**src/rtl/fetch_pkg.sv**
```systemverilog
// fetch_pkg: shared types and constants for the instruction-fetch stage.
//   - pc_src select encodings driven by the core controller
//   - canonical NOP used as the reset value of the instruction latch
//   - 2-bit fetch FSM state encoding
package fetch_pkg;

    localparam logic [1:0]  PC_SRC_SEQ  = 2'b00;
    localparam logic [1:0]  PC_SRC_BR   = 2'b01;
    localparam logic [1:0]  PC_SRC_JALR = 2'b10;

    localparam logic [31:0] NOP_INSTR   = 32'h0000_0013;

    typedef enum logic [1:0] {
        ST_IDLE  = 2'b00,
        ST_FETCH = 2'b01,
        ST_HOLD  = 2'b10,
        ST_TRAP  = 2'b11
    } fetch_state_t;

endpackage

```
**src/rtl/pc_next_logic.sv**
```systemverilog
// pc_next_logic: combinational next-PC selection for the fetch stage.
// Ports:
//   pc          current architectural PC
//   pc_src      select: SEQ -> pc+4, BR -> pc+imm_ext, JALR -> alu_result
//               with bit0 cleared, reserved -> pc+4
//   imm_ext     sign-extended immediate
//   alu_result  jalr target (rs1+imm)
//   next_pc     unmasked next PC (adds wrap modulo 2^XLEN)
//   misaligned  next_pc[1:0] is non-zero
module pc_next_logic
    import fetch_pkg::*;
#(
    parameter int XLEN = 32
) (
    input  logic [XLEN-1:0] pc,
    input  logic [1:0]      pc_src,
    input  logic [XLEN-1:0] imm_ext,
    input  logic [XLEN-1:0] alu_result,
    output logic [XLEN-1:0] next_pc,
    output logic            misaligned
);

    always_comb begin
        next_pc = pc + XLEN'(4);
        case (pc_src)
            PC_SRC_BR:   next_pc = pc + imm_ext;
            PC_SRC_JALR: next_pc = {alu_result[XLEN-1:1], 1'b0};
            default:     ;
        endcase
    end

    assign misaligned = |next_pc[1:0];

endmodule

```
**src/rtl/fetch_unit.sv**
```systemverilog
// fetch_unit: instruction-fetch stage, one instruction in flight, no prediction.
// Holds the PC, reads instruction memory over req/ack, presents instr/pc to
// decode and advances the PC when decode acknowledges.
// Ports:
//   clk, rst_n                 clock, async active-low reset
//   pc_src, imm_ext, alu_result next-PC inputs, sampled on the instr_ack cycle
//   instr_ack                  decode consumed the presented instruction
//   imem_req, imem_addr        memory read request / address (== pc)
//   imem_ack, imem_rdata       memory response
//   instr, instr_valid, pc     instruction presented to decode
//   pc_plus4                   link value for jal/jalr
//   misalign                   sticky misaligned-target flag
// Build option: FETCH_MISALIGN_TRAP_EN enables the TRAP state and misalign
// flag; otherwise target low bits are silently masked and misalign is 0.
//
// state | meaning
// IDLE  | one cycle after reset release
// FETCH | imem_req high, waiting for imem_ack
// HOLD  | instruction valid to decode, waiting for instr_ack
// TRAP  | misaligned target taken (trap build only); left only via reset
module fetch_unit
    import fetch_pkg::*;
#(
    parameter int              XLEN     = 32,
    parameter logic [XLEN-1:0] RESET_PC = '0
) (
    input  logic            clk,
    input  logic            rst_n,
    input  logic [1:0]      pc_src,
    input  logic [XLEN-1:0] imm_ext,
    input  logic [XLEN-1:0] alu_result,
    input  logic            instr_ack,
    output logic            imem_req,
    output logic [XLEN-1:0] imem_addr,
    input  logic            imem_ack,
    input  logic [31:0]     imem_rdata,
    output logic [31:0]     instr,
    output logic            instr_valid,
    output logic [XLEN-1:0] pc,
    output logic [XLEN-1:0] pc_plus4,
    output logic            misalign
);

    fetch_state_t    state;
    logic [XLEN-1:0] next_pc_raw;
    logic            next_misaligned;

    pc_next_logic #(.XLEN(XLEN)) u_pc_next (
        .pc         (pc),
        .pc_src     (pc_src),
        .imm_ext    (imm_ext),
        .alu_result (alu_result),
        .next_pc    (next_pc_raw),
        .misaligned (next_misaligned)
    );

`ifdef FETCH_MISALIGN_TRAP_EN
    logic misalign_q;

    always_ff @(posedge clk or negedge rst_n) begin
        if (!rst_n) begin
            state      <= ST_IDLE;
            pc         <= RESET_PC;
            instr      <= NOP_INSTR;
            misalign_q <= 1'b0;
        end else begin
            case (state)
                ST_IDLE:  state <= ST_FETCH;
                ST_FETCH: if (imem_ack) begin
                    instr <= imem_rdata;
                    state <= ST_HOLD;
                end
                ST_HOLD:  if (instr_ack) begin
                    // The unmasked target is kept so the faulting address is visible.
                    pc <= next_pc_raw;
                    if (next_misaligned) begin
                        misalign_q <= 1'b1;
                        state      <= ST_TRAP;
                    end else begin
                        state      <= ST_FETCH;
                    end
                end
                ST_TRAP:  state <= ST_TRAP;
                default:  state <= ST_IDLE;
            endcase
        end
    end

    assign misalign = misalign_q;
`else
    logic unused_low_bits;

    always_ff @(posedge clk or negedge rst_n) begin
        if (!rst_n) begin
            state <= ST_IDLE;
            pc    <= RESET_PC;
            instr <= NOP_INSTR;
        end else begin
            case (state)
                ST_IDLE:  state <= ST_FETCH;
                ST_FETCH: if (imem_ack) begin
                    instr <= imem_rdata;
                    state <= ST_HOLD;
                end
                ST_HOLD:  if (instr_ack) begin
                    pc    <= {next_pc_raw[XLEN-1:2], 2'b00};
                    state <= ST_FETCH;
                end
                default:  state <= ST_IDLE;
            endcase
        end
    end

    // Low target bits are dropped without a trap in this build.
    assign unused_low_bits = &{1'b0, next_misaligned, next_pc_raw[1:0]};
    assign misalign        = 1'b0;
`endif

    // Outputs depend only on registers, so there is no input-to-output path.
    assign imem_req    = (state == ST_FETCH);
    assign instr_valid = (state == ST_HOLD);
    assign imem_addr   = pc;
    assign pc_plus4    = pc + XLEN'(4);

endmodule
```
**config.mk**
```make
export PLATFORM = sky130hd
export DESIGN_NAME = fetch_unit
export DESIGN_NICKNAME = d
export VERILOG_FILES = /design/src/rtl/fetch_pkg.sv /design/src/rtl/pc_next_logic.sv /design/src/rtl/fetch_unit.sv
export SDC_FILE = /design/constraint.sdc
export NUM_CORES = 1
export LEC_CHECK = 0
export BUFFER_PORTS_ARGS = -buffer_cell sky130_fd_sc_hd__clkbuf_2
export CAP_MARGIN = 40
export CORE_ASPECT_RATIO = 0.8
export CORE_MARGIN = 3
export CORE_UTILIZATION = 46
export DETAILED_ROUTE_END_ITERATION = 16
export MAX_ROUTING_LAYER = met4
export PLACE_DENSITY = 0.88
export SLEW_MARGIN = 20
export SYNTH_ARGS = -nofsm -noshare
export SYNTH_HDL_FRONTEND = slang
export SYNTH_SLANG_ARGS = --single-unit
```
**constraint.sdc**
```tcl
create_clock -name clk -period 3.95 [get_ports clk]
set_clock_uncertainty 0.15 [all_clocks]
set_input_delay 0 -clock clk [delete_from_list [all_inputs] [get_ports clk]]
set_output_delay 0 -clock clk [all_outputs]
set_load 0.1 [all_outputs]
```
# == Yosys cells after proc, flatten, opt, wreduce, memory -nomap -nowiden ==
# Cells that the tools add are included.
# word_totals
regBits,64
input_bits,102
output_inout_bits,131
elab_cells,19
# classes
n_addsub,2
n_eq_ne,6
muxes,4
reduce_logical,4
# ops
operator,count
$pmux W32 S2,1
$add A32 B3 Y32 const B,1
$add A32 B32 Y32,1
$pmux W2 S3,1
$reduce_and A2 Y1,3
$eq A2 B1 Y1 const B,2
$eq A2 B2 Y1 const B,2
$mux W2,2
$logic_not A2 Y1,1
$ne A2 B1 Y1 const B,1
$ne A2 B2 Y1 const B,1

# == Logic depth before layout (Yosys ltp) ==
# Gate-level depths: netlist (run 1).
# depth
word_depth,3
mapped_depth,11
ltp_nobuf,11

# == Hierarchy ==
# Synthesis (run 1) repeated with hierarchy kept, for this count alone.
# hier_totals
hier_cells,666
area_unflattened_um2,5938.2
# by_module_without_submodules
module,instances,cells_each,area_per_inst_um2
fetch_unit,1,260,3249.4
pc_next_logic,1,406,2688.8

# == Worst setup path before layout (run 1) ==
# Ideal clock, no wire load.
# synth_path
path_kind,reg-to-reg
startpoint,"reg pc[6], in the netlist imem_addr[6]"
endpoint,"reg pc[20], in the netlist imem_addr[20]"
setup_time_ns,0.086
t_arrival_ns,4.174
required_time_ns,3.714
slack_ns,-0.460
stages_incl_launch_ff,9
period_less_slack_ns,4.410
path_cell_list,dfrtp_1 -> buf_2 -> and4_1 -> nand2_1 -> nor4_2 -> and3_1 -> xor2_1 -> o21ai_0 -> o21ai_0
# synth_between
elab_chain_cells,2
# synth_rtl
item,line,text
start: declaration,fetch_unit.sv:39,"output logic [XLEN-1:0] pc,"
start signal: assignment,fetch_unit.sv:106,"pc <= {next_pc_raw[XLEN-1:2], 2'b00};"
$add A32 B3 Y32,--,
via pc_plus4[20],fetch_unit.sv:40,"output logic [XLEN-1:0] pc_plus4,"
$pmux W32 S2,pc_next_logic.sv:25,case (pc_src)
# The timed path passes the listed nets, and every way through them passes these cells.
# A chain may end at the register's enable or synchronous reset.

# == Worst setup path after layout (run 1) ==
# layout_path
startpoint,"reg pc[2], in the netlist imem_addr[2]"
endpoint,"reg pc[28], in the netlist imem_addr[28]"
# layout_between
elab_chain_cells,2
# layout_rtl
item,line
$add A32 B3 Y32 / $add A32 B32 Y32 (equally long branches),"pc_next_logic.sv:24, pc_next_logic.sv:26"
$pmux W32 S2 *,pc_next_logic.sv:25
# Mark *: on every way between the ends. The rest lies on a longest branch, timed or not.

==> impl_metrics.ini, run 1 <==
[cells_and_area]
areaGrowthSynthToFinish_pct = 35.8
postLayoutCellArea_sq_mm = 0.00763
finalNetCount = 1038
n_fill_cell = 959
diodes = 0
multi_input_area_sq_mm = 0.00361
drive_gt1_share_pct = 33.5
regArea_sq_mm = 0.00161

[synthesis]
synth_warnings = 0
synth_area_sq_mm = 0.00562
synth-main-ff-cell = dfrtp_1
synth-async-reset-ratio_pct = 100
synth_edf_count = 0
syn_inst = 661
synth_seq_cells = 64
yosysUniqueCellTypes = 63
ys_seq_area_share_pct = 28.5
syn_area_per_cell_sq_um = 8.51

[timing]
whs_ns = 0.0233
hold_viol = 0
rsz0062_at_grt = no
slew_headroom_pct = 54.4
report.final.slew_viol_count = 0
period_share_pct = 88.3
setup_viol = 0
tns_ns = 0
post-route-min-period_ns = 3.49
tightest_slew_ns = 0.683
max_freq_mhz = 287

[clock_tree]
cts_made_buffers = 9
cts.clk_slew.worst_paths_ns = 0.06
clock_path_buffers = 2
clock_latency_ns = 0.33
cts_sinks = 64
cts_root_buf = clkbuf_16
postCtsSetupBuffers = 0
htree_levels = 3
cts_tree = done

[drt]
first_pass_iters = 5
routed_wirelength_mm = 19.4
via_per_inst = 5.80
drc = 0
postRouteAntennaNets = 0
wl_per_cell_um = 18.4
vias = 6123
drtIter0Drc = 421
dr_wl_met3_mm = 1.62
route.met2.wl_mm = 9.31
wirelength_met1_mm = 8.05
top_layer = met4

[die]
die_height_um = 105
die-width_um = 130
core_area_sq_mm = 0.0117
start_util_pct = 47.9
dieArea_sq_mm = 0.0136
num_rows = 35
ios = 233

[setup_path]
reg2reg_depth = 11
slowest_delay_ns = 0.58
worstPathCellList = ha_1, inv_1, fa_1, nor2b_1, o2111ai_1, a21oi_1, nor3b_1, a31o_2, a2111oi_0, o21ai_1, a41o_1
critPathKind = register to register
critPathMaxFanout = 8
endpoint_kind = register
slowest_stage = a2111oi_0
cp.required_ns = 4.01
r2r_start = imem_addr[2]
arrival_ns = 3.55
r2r_slack_ns = 0.46
worstSetupStartpointType = register
crit_start = imem_addr[2]
cp-endpoint = imem_addr[28]
reg2reg_to = imem_addr[28]

[global_route]
grt_start_max_net_pins = 42
antenna_found_initial = 0
grt_first_pass_wirelength_mm = 30.2
overflow = 0
grt_usage_pct = 28.8
grt_pass1_vias = 5916

[placed_design]
numPortBuffers = 221
dpl-instance-area_sq_mm = 0.00668
place_congestion = 0.949
hpwl_mm = 13.9

[job]
cap_violations = 0

[outcome]
status = complete, no violations

[min_path]
hold_path.class = input pin to register
[flip-flops by register name, summed over array words and instances (netlist names)]
register / count
imem_addr: 30
instr: 32
state: 2
[kinds of logic after synthesis]
logic type	count (synthesis)	synth area share (%)
mux	37	7.30
other cells	1	0.0667
flops	64	28.5
simple gates	194	17.8
fa+ha+maj	33	7.48
buf+inv	90	8.79
compound gates	191	22.1
xor+xnor	51	7.94
[cell usage in the layout, fill, tap and decap left out, types with 26 or more instances in the layout]
master         count
xor2_1            26
nand3_1           29
nand2_1           55
nor2_1            38
ha_1              32
dfrtp_1           61
dlygate4sd3_1     63
o21ai_0           48
mux2_2            32
clkbuf_2         220
a21oi_1           45
[synthesized netlist by cell type (3+ instances only)]
cell	n	area [sq um]
a21oi_1	45	225
buf_4	38	285
xor2_1	31	272
nor3_1	11	55.1
o21bai_1	4	30.0
o31ai_1	4	30.0
dfrtp_1	61	1530
and3_1	15	93.8
nand3_1	29	145
a221o_1	3	30.0
a31o_2	3	26.3
buf_2	11	55.1
mux2i_1	5	50.1
nor2_1	38	143
clkbuf_1	19	71.3
ha_1	32	400
and4_1	5	43.8
o21a_1	10	75.1
and2_1	6	37.5
o21ai_1	5	25.0
mux2_2	32	360
a211o_1	4	35.0
buf_1	4	15.0
inv_1	18	67.6
nand2_1	55	206
a211oi_1	13	97.6
xnor2_1	20	175
dfstp_2	3	78.8
a21o_1	17	128
o21ai_0	48	240
nand4_1	10	62.6
nor2b_1	5	31.3
a221oi_1	16	140
[layout make-up]
class,instances,area share (%)
multi-input combinational,513,47.3
clock buffer,9,2.95
inverter,18,0.885
tap,148,2.43
timing repair buffer,297,24.0
clock inverter,7,1.36
sequential,64,21.0
[worst max-delay path: cells and delay by family (launching register included)]
kind            cells  cell delay, ns
buf+inv             1            0.07
flops               1            0.50
simple gates        2            0.29
fa+ha+maj           2            0.67
compound gates      6            1.68
[worst min path at each step]
stage | startpoint | to | slack (ns) | depth (start not counted)
final | alu_result[12] | imem_addr[12] | 0.02 | 4
after global routing | alu_result[12] | imem_addr[12] | 0.04 | 4
after CTS | alu_result[12] | imem_addr[12] | 0.003 | 4
after detailed placement | rst_n | instr[22] | -0.1 | 1
after global placement | rst_n | instr[22] | -0.11 | 1
after floorplan | rst_n | imem_addr[10] | -0.45 | 0
[metrics by stage]
stage	util [%]	setup WS, ns	instances
after floorplan	-	0.00292	667
after global placement	56.9	0.691	977
after detailed placement	56.9	0.633	977
after CTS	65.1	0.595	1056
after global routing	65.1	0.377	1056
final	65.1	0.464	1056
[metal layers]
metal / up-vias / track usage, %
met5: - / -
met4: 0 / 9.12
met3: 36 / 5.62
met2: 336 / 46.8
met1: 2882 / 36.0
li1: 2869 / -
[what timing repair did]
item                                   4_1_cts  5_1_grt
endpoints found under the hold margin       84        0
hold buffers                                63        0
resized for setup                            0        0
Power of run 1 is not shown: default switching activity piles up to over one toggle a cycle in this logic, so the estimate is an artifact.
==> inputs of run 2 (changes only) <==
--- a/config.mk
+++ b/config.mk
@@ -5,14 +5,14 @@
 export SDC_FILE = /design/constraint.sdc
 export NUM_CORES = 1
 export LEC_CHECK = 0
-export BUFFER_PORTS_ARGS = -buffer_cell sky130_fd_sc_hd__clkbuf_2
 export CAP_MARGIN = 40
 export CORE_ASPECT_RATIO = 0.8
 export CORE_MARGIN = 3
 export CORE_UTILIZATION = 46
 export DETAILED_ROUTE_END_ITERATION = 16
+export DONT_BUFFER_PORTS = 1
 export MAX_ROUTING_LAYER = met4
-export PLACE_DENSITY = 0.88
+export PLACE_DENSITY = 0.72
 export SLEW_MARGIN = 20
 export SYNTH_ARGS = -nofsm -noshare
 export SYNTH_HDL_FRONTEND = slang
==> impl_metrics.ini, run 2 (same netlist as run 1, synthesis figures left out) <==
[global_route]
grt_start_max_net_pins = 65
overflow = 0
antenna_found_initial = 0
grt_first_pass_wirelength_mm = 29.4
grt_usage_pct = 28.0
grt_pass1_vias = 5612

[job]
cap_violations = 0

[cells_and_area]
diodes = 0
largest_register_ffs = 32
top_register = instr
final_cell_mix = dlygate4sd3_1 (68), buf_4 (64), nand2_1 (55), o21ai_0 (48), a21oi_1 (45)
finalNetCount = 920
n_fill_cell = 876
areaGrowthSynthToFinish_pct = 38.6
drive_gt1_share_pct = 26.2
final_common_cell = dlygate4sd3_1

[die]
core_area_sq_mm = 0.0117
start_util_pct = 47.9
die_height_um = 105
ios = 233
num_rows = 35
die-width_um = 130
dieArea_sq_mm = 0.0136

[drt]
postRouteAntennaNets = 0
first_pass_iters = 5
vias = 5819
drc = 0
drtIter0Drc = 582
routed_wirelength_mm = 20.6
via_per_inst = 6.20
wl_per_cell_um = 22.0

[setup_path]
endpoint_kind = register
cp.depth = 10
cp.required_ns = 4.07
reg2reg_depth = 10
r2r_slack_ns = 0.13
r2r_start = imem_addr[3]
critPathKind = register to register
worstSetupStartpointType = register
worstPathCellList = ha_1, a211oi_1, nor4_1, nor3_1, nor4_1, o31ai_1, and3_1, o21ai_1, a221oi_1, dlygate4sd3_1
path_buf_inv = 1
crit_top_cell = nor4_1
crit_start = imem_addr[3]
cp-endpoint = imem_addr[31]
slowest_delay_ns = 0.58
slowest_stage = dlygate4sd3_1
reg2reg_to = imem_addr[31]
arrival_ns = 3.94
path_delay_family = compound AO/OA/AOI/OAI gates
critPathMaxFanout = 7

[timing]
period_share_pct = 96.7
tightest_slew_ns = 0.938
post-route-min-period_ns = 3.82
max_freq_mhz = 262
setup_viol = 0
rsz0062_at_grt = no
hold_viol = 0
slew_headroom_pct = 37.4
report.final.slew_viol_count = 0
tns_ns = 0

[clock_tree]
cts.clk_slew.worst_paths_ns = 0.06
cts_sinks = 64
cts_tree = done
cts_root_buf = clkbuf_16
clock_path_buffers = 2
htree_levels = 3
clock_latency_ns = 0.34
cts_made_buffers = 9
postCtsSetupBuffers = 0

[min_path]
hold_path.class = input pin to register
hold_depth = 4

[placed_design]
hpwl_mm = 13.5
place_congestion = 0.938
numPortBuffers = 0

[outcome]
status = complete, no violations
-- run 2: cell types whose count changed in the layout (fill, tap and decap cells not counted), sizes merged --
cell | previous run | this run
bufinv | 2 | 3
inv | 20 | 21
dlygate4sd3 | 63 | 68
buf | 14 | 86
clkinv | 3 | 1
clkbuf | 229 | 34
-- run 2: worst min-delay path by stage --
stage | end | start | slack (ns)
after global routing | imem_addr[22] | imm_ext[22] | 0.04
after detailed placement | instr[3] | rst_n | -0.44
after global placement | instr[3] | rst_n | -0.44
after CTS | imem_addr[2] | imm_ext[2] | 0.002
final | imem_addr[21] | imm_ext[21] | 0.02
after floorplan | imem_addr[10] | rst_n | -0.45
-- run 2: tightest hold or removal path: stages --
cell     delay, ns
ha_1          0.22
xnor2_1       0.10
o21ai_0       0.07
o22ai_1       0.08
-- run 2: timing repair --
action | CTS | global route
resized for setup | 0 | 2
endpoints found under the hold margin | 128 | 0
endpoints found under the setup margin | 0 | 1
hold buffers | 69 | 0
-- run 2: per-layer routing --
layer  global-route usage (%)  wire length (um)  up-vias
li1                         -                 -     2608
met3                     7.00              1880       56
met1                     35.1              8070     2814
met4                     8.75               580        0
met2                     44.6             10100      341
met5                        -                 0        -
-- run 2: cell type report --
| cell class | count | area, sq um | area share, % |
|---|---|---|---|
| Clock inverter | 7 | 125 | 1.61 |
| Clock buffer | 9 | 225 | 2.89 |
| Inverter | 18 | 67.6 | 0.867 |
| Multi-Input combinational cell | 513 | 3760 | 48.3 |
| Timing Repair Buffer | 179 | 1790 | 22.9 |
| Tap cell | 148 | 185 | 2.38 |
| Sequential cell | 64 | 1640 | 21.1 |
-- run 2: through the flow --
stage	instances	setup WS (ns)	hold WS, ns	utilization (%)	instance area, sq um
floorplan	667	0.00292	-0.446	-	5710
global placement	809	0.737	-0.444	52.4	6150
detailed placement	814	0.662	-0.444	53.1	6230
CTS	899	0.206	0.00191	62.1	7290
global route	938	0.0140	0.0418	66.4	7790
finish	938	0.131	0.0169	66.4	7790
Power of run 2 is left out for the same reason.
